==> config.mk <==
export PLATFORM = sky130hd
export DESIGN_NAME = sp_instr_decoder
export DESIGN_NICKNAME = d
export VERILOG_FILES = /design/src/rtl/sp_instr_decoder.sv
export SDC_FILE = /design/constraint.sdc
export NUM_CORES = 1
export LEC_CHECK = 0
export CAP_MARGIN = 20
export CORE_MARGIN = 2
export CORE_UTILIZATION = 45
export CTS_BUF_LIST = sky130_fd_sc_hd__clkbuf_2
export DETAILED_ROUTE_END_ITERATION = 6
export GPL_TIMING_DRIVEN = 0
export PLACE_DENSITY = 0.84
export SLEW_MARGIN = 0
export SYNTH_ARGS = -nofsm -noshare
export SYNTH_HDL_FRONTEND = slang
export SYNTH_SLANG_ARGS = --single-unit
==> constraint.sdc <==
create_clock -name CLK -period 5.38 [get_ports CLK]
set_input_delay 1.076 -clock CLK [delete_from_list [all_inputs] [get_ports CLK]]
set_output_delay 1.076 -clock CLK [all_outputs]
set_load 0.05 [all_outputs]
==> src/rtl/sp_instr_decoder.sv <==
// sp_instr_decoder: expands instruction FIFO words into per-row DRAM or scratchpad read requests.
// Ports: CLK/nRST; instr_valid/instr_ready/instr_data in; rreq_valid/rreq_ready/rreq_data
// (scratchpad reads {addr, mat_t, mat_s, row_s}); dreq_valid/dreq_ready/dreq_addr/dreq_mat_s/dreq_row_s
// (DRAM reads); gemm_issue/gemm_dest; busy. Macro SP_DECODE_ERR_EN adds decode_err_cnt.
module sp_instr_decoder #(
  parameter int WORD_W  = 32,
  parameter int MAT_S_W = 4,
  parameter int ROW_S_W = 2,
  parameter int STRIDE  = 8
) (
  input  logic                                 CLK,
  input  logic                                 nRST,
  input  logic                                 instr_valid,
  output logic                                 instr_ready,
  input  logic [WORD_W+7:0]                    instr_data,
  output logic                                 rreq_valid,
  input  logic                                 rreq_ready,
  output logic [WORD_W+MAT_S_W+ROW_S_W+1:0]    rreq_data,
  output logic                                 dreq_valid,
  input  logic                                 dreq_ready,
  output logic [WORD_W-1:0]                    dreq_addr,
  output logic [MAT_S_W-1:0]                   dreq_mat_s,
  output logic [ROW_S_W-1:0]                   dreq_row_s,
  output logic                                 gemm_issue,
  output logic [MAT_S_W-1:0]                   gemm_dest,
  output logic                                 busy
`ifdef SP_DECODE_ERR_EN
  ,
  output logic [7:0]                           decode_err_cnt
`endif
);
  typedef enum logic [2:0] {S_IDLE, S_LD, S_ST, S_GA, S_GB, S_GC} state_t;
  state_t state;
  logic [1:0] op;
  logic [5:0] field;
  logic [WORD_W-1:0] word;
  logic [ROW_S_W-1:0] row, row_n;
  logic [MAT_S_W-1:0] mb, mc, md;
  logic nw, last, to_b;
  logic [WORD_W-1:0] r_addr;
  logic [MAT_S_W+1:0] r_sel;
  assign {op, field, word} = instr_data;
  assign instr_ready = state == S_IDLE;
  assign busy = state != S_IDLE;
  assign row_n = row + ROW_S_W'(1);
  assign last = &row;
  assign to_b = state == S_GA && nw;
  // mat_t/mat_s and address fields of the currently presented scratchpad request
  assign r_addr = rreq_data[WORD_W+MAT_S_W+ROW_S_W+1 -: WORD_W];
  assign r_sel = rreq_data[MAT_S_W+ROW_S_W+1 : ROW_S_W];
  always_ff @(posedge CLK or negedge nRST) begin
    if (!nRST) begin
      state <= S_IDLE;
      row <= '0;
      nw <= 1'b0;
      mb <= '0;
      mc <= '0;
      md <= '0;
      rreq_valid <= 1'b0;
      rreq_data <= '0;
      dreq_valid <= 1'b0;
      dreq_addr <= '0;
      dreq_mat_s <= '0;
      dreq_row_s <= '0;
      gemm_issue <= 1'b0;
      gemm_dest <= '0;
    end else begin
      gemm_issue <= 1'b0;
      gemm_dest <= '0;
      case (state)
        S_IDLE: if (instr_valid) begin
          row <= '0;
          nw <= field[3];
          mb <= word[2*MAT_S_W +: MAT_S_W];
          mc <= word[MAT_S_W +: MAT_S_W];
          md <= word[0 +: MAT_S_W];
          case (op)
            2'b01: begin
              state <= S_LD;
              dreq_valid <= 1'b1;
              dreq_addr <= word;
              dreq_mat_s <= field[MAT_S_W-1:0];
              dreq_row_s <= '0;
            end
            2'b10: begin
              state <= S_ST;
              rreq_valid <= 1'b1;
              rreq_data <= {word, 2'b00, field[MAT_S_W-1:0], {ROW_S_W{1'b0}}};
            end
            2'b11: begin
              state <= S_GA;
              rreq_valid <= 1'b1;
              rreq_data <= {{WORD_W{1'b0}}, 2'b01, word[3*MAT_S_W +: MAT_S_W], {ROW_S_W{1'b0}}};
            end
            default: ;
          endcase
        end
        S_LD: if (dreq_ready) begin
          row <= last ? '0 : row_n;
          if (last) begin
            state <= S_IDLE;
            dreq_valid <= 1'b0;
          end else begin
            dreq_addr <= dreq_addr + WORD_W'(STRIDE);
            dreq_row_s <= row_n;
          end
        end
        S_ST, S_GA, S_GB, S_GC: if (rreq_ready) begin
          row <= last ? '0 : row_n;
          // GEMM operand rows always read from address 0; only stores stride
          if (!last)
            rreq_data <= {r_addr + (state == S_ST ? WORD_W'(STRIDE) : {WORD_W{1'b0}}), r_sel, row_n};
          else if (state == S_ST) begin
            state <= S_IDLE;
            rreq_valid <= 1'b0;
          end else if (state == S_GC) begin
            state <= S_IDLE;
            rreq_valid <= 1'b0;
            gemm_issue <= 1'b1;
            gemm_dest <= md;
          end else begin
            state <= to_b ? S_GB : S_GC;
            rreq_data <= {{WORD_W{1'b0}}, to_b ? 2'b10 : 2'b11, to_b ? mb : mc, {ROW_S_W{1'b0}}};
          end
        end
        default: state <= S_IDLE;
      endcase
    end
  end
`ifdef SP_DECODE_ERR_EN
  // malformed NOPs and LOAD/STORE with reserved field bits set are counted, saturating at 255
  logic bad;
  assign bad = (op == 2'b00 && (|field || |word)) || ((op == 2'b01 || op == 2'b10) && |field[5:4]);
  always_ff @(posedge CLK or negedge nRST) begin
    if (!nRST) decode_err_cnt <= '0;
    else if (instr_valid && instr_ready && bad && decode_err_cnt != 8'hFF) decode_err_cnt <= decode_err_cnt + 8'd1;
  end
`else
  logic unused_field;
  assign unused_field = ^field[5:4];
`endif
endmodule

==> run_results.csv <==
group,metric,value,unit
timing,rsz0062_at_grt,"false",
placement,place_hpwl,14100,um
global_routing,grt_max_degree,62,
floorplanning,io_pins,132,
detailed_routing,drcViolationCount,0,
clock_tree,clkLatencyLatePin,630,ps
critical_path,crit_path_start,"state[2]",
power_and_ir_drop,finalPower,4.86,mW
clock_tree,htree_levels,3,
critical_path,r2r-start,"state[0]",
yosys,async_flop_share,100,%
placement,placed_area,7440,sq um
placement,dp_cells,993,
global_routing,grt_pass1_wl,30500,um
finish,post_route_cells_drive_above_1_share,7.53,%
clock_tree,cts-root-buf,"clkbuf_2",
critical_path,worst_setup_path_start_kind,"flip-flop",
clock_tree,cts_hold_buffers,0,
finish,syn2layout_area_growth,28.0,%
critical_path,cp_max_fo,10,
clock_tree,post_cts_resized,0,
hold_path,hold_path.class,"in -> async",
clock_tree,cts_tree,"yes",
detailed_routing,wire_per_inst,19.1,um
yosys,avgSynthCellArea,8.56,sq um
finish,nets,884,
global_routing,grt_antenna_before_repair,1,
power_and_ir_drop,leakage,3.14,nW
yosys,synth-seq-cells,103,
yosys,netlist_instances,691,
floorplanning,fp.dieH,119,um
detailed_routing,ant_nets,0,
power_and_ir_drop,clkPwrFrac,8.6,%
power_and_ir_drop,seq_power_share,30.3,%
floorplanning,dieWidth,119,um
power_and_ir_drop,p_int,2.24,mW
floorplanning,core,12700,sq um
yosys,ys_types,67,
floorplanning,start_util,46.5,%
timing,finalSetupViolCount,0,
finish,ff_latch_area,2580,sq um
critical_path,critPathArrivalTime,2800,ps
critical_path,rr_endpoint,"rreq_data[39]",
yosys,synthFlopType,"dfrtp_1",
yosys,yosysWarnings,0,
global_routing,first_global_vias,5739,
placement,gp_congestion,0.948,
detailed_routing,vias,6235,
yosys,syn_area,5920,sq um
clock_tree,clk_pin_slew,290,ps
finish,final_cells,1010,
timing,final.period_utilization,72.1,%
critical_path,crit_path_end,"instr_ready",
clock_tree,cts_buffers,9,
critical_path,reg2regPathDepth,10,
clock_tree,numClockSinks,103,
clock_tree,cts_setup_buffers,0,
clock_tree,cts_buffer_depth,2,
finish,final_area,7570,sq um
global_routing,grt_remaining_overflow,0,
power_and_ir_drop,combinationalPowerShare,61.1,%
timing,max_freq,0.258,GHz
placement,port_buffers,129,
timing,hold_violations,0,
floorplanning,rows,41,
finish,final.fill_count,1121,
detailed_routing,finalWirelength,19300,um
critical_path,reg2reg_slack,2520,ps
timing,min_period,3880,ps
timing,fin_skew,44.9,ps
timing,tightest_slew,874,ps
floorplanning,die-area,14100,sq um
detailed_routing,drt_iter0_drc,1031,
finish,multiInputGateArea,3030,sq um
power_and_ir_drop,p_sw_share,53.9,%
detailed_routing,firstDrtPassIters,6,
yosys,synth_nets,743,
critical_path,crit_path_end_kind,"output pin",
yosys,synth_edf_count,0,
critical_path,path_class,"reg -> out",
timing,timing.slew.headroom,41.5,%
detailed_routing,via_per_inst,6.17,
run,cap_violations,0,
global_routing,grt.total_usage,27.3,%
yosys,ys_seq_area_share,43.6,%
power_and_ir_drop,ir_drop,0.466,mV
run_status,status,"finished, final reports clean",
power_and_ir_drop,power_density,642,nW/um^2
timing,final_max_slew_viol_count,0,
critical_path,required,4300,ps
power_and_ir_drop,switchingPower,2.62,mW
==> stage by stage <==
step                hold slack (ps)  setup slack, ps  TNS (ps)  util, %
floorplan                       436             2590         0        -
global placement                453             -633    -64700     58.3
detailed placement              457             1730         0     58.5
CTS                             474             1500         0     59.5
global route                    485             1420         0     59.5
finish                          468             1500         0     59.5
==> flip-flops by register name (all words and copies together) (netlist names) <==
name,count
dreq_addr,32
dreq_mat_s,4
dreq_row_s,2
dreq_valid,1
gemm_dest,4
gemm_issue,1
mb,4
mc,4
md,4
nw,1
row,2
rreq_data,40
rreq_valid,1
state,3
==> power by group through the flow <==
stage	combinational, mW	sequential (mW)	clock [mW]
floorplan	1.07	2.33	0
global placement	2.91	1.46	0
detailed placement	2.94	1.47	0
CTS	2.95	1.46	0.422
global route	3.15	1.52	0.461
finish	2.97	1.47	0.418
==> critical path, stage by stage, from the launching register on <==
cell             delay [ps]
dfrtp_1                 430
clkbuf_2                150
buf_2                   210
or3_1                   320
clkbuf_1                170
inv_1                    90
clkdlybuf4s50_1         800
==> cells by family after synthesis <==
kind of cell | synth area share, %
mux | 4.10
compound gates | 23.1
buf+inv | 5.31
flops | 43.6
simple gates | 22.1
fa+ha+maj | 1.48
xor+xnor | 0.296
==> routing by layer <==
metal	share of wire, %	vias up	wire length (um)	global-route usage [%]
li1	-	2813	-	-
met1	39	2933	7570	36.7
met2	46	416	8880	42.7
met3	11	73	2130	5.16
met4	3.6	0	689	12.8
met5	0	-	0	0
==> final cells by class <==
cell class                      instances  share of cell area (%)
Buffer                                 47                    2.91
Antenna cell                            1                  0.0330
Clock buffer                           12                   0.793
Sequential cell                       103                    34.0
Tap cell                              172                    2.84
Multi-Input combinational cell        516                    39.9
Inverter                               25                    1.24
Clock inverter                          4                   0.925
Timing Repair Buffer                  130                    17.3
==> cells in the final DEF (no fill, tap or decap), types with 5 or more instances in the layout <==
master and n:
ha_1 7, a31oi_1 13, o21ai_0 67, clkdlybuf4s50_1 128, inv_1 25, a2bb2oi_1 5
and3_1 12, a22oi_1 8, mux2_2 10, mux2i_1 13, o31a_1 5, nand3_1 27
clkbuf_2 13, nor4_1 7, a21oi_1 53, and2_1 10, dfrtp_1 103, a211oi_1 5
a32oi_1 6, nor3_1 14, o31ai_1 11, buf_2 16, nand2_1 109, nor2_1 34
nand4_1 13, clkbuf_1 27, o22ai_1 22
==> worst min path at each step <==
stage | from | endpoint | slack [ps] | cells after the start
floorplan | md[0] | md[0] | 440 | 2
global route | nRST | dreq_addr[14] | 480 | 1
global placement | dreq_row_s[1] | dreq_row_s[1] | 450 | 2
finish | nRST | gemm_dest[3] | 470 | 1
detailed placement | md[1] | md[1] | 460 | 2
CTS | nRST | dreq_addr[14] | 470 | 1
==> cell usage after synthesis (3+ instances only) <==
cell type,number,area (sq um)
a211oi_1,5,37.5
mux2i_1,13,130
and4_1,3,26.3
dfrtp_1,103,2580
nor3_1,14,70.1
nor3_2,3,30.0
a22oi_1,8,60.1
nand3_1,27,135
o22ai_1,22,138
nor4_1,7,43.8
o32ai_1,3,26.3
a311oi_1,3,26.3
o31a_1,5,43.8
a21o_1,3,22.5
or3_1,3,18.8
buf_6,3,33.8
mux2_2,10,113
and2_1,10,62.6
a32oi_1,6,52.6
nand2_1,109,409
ha_1,7,87.6
o31ai_1,11,82.6
and3_1,12,75.1
a22o_1,3,26.3
inv_1,25,93.8
clkbuf_1,27,101
nand4_1,13,81.3
nand2b_1,3,18.8
a2bb2oi_1,5,43.8
a21oi_1,53,265
nand3b_1,3,22.5
a31oi_1,13,81.3
nor2_1,34,128
buf_2,16,80.1
o21ai_0,67,335
No activity file was read; power rests on OpenSTA's default activity.
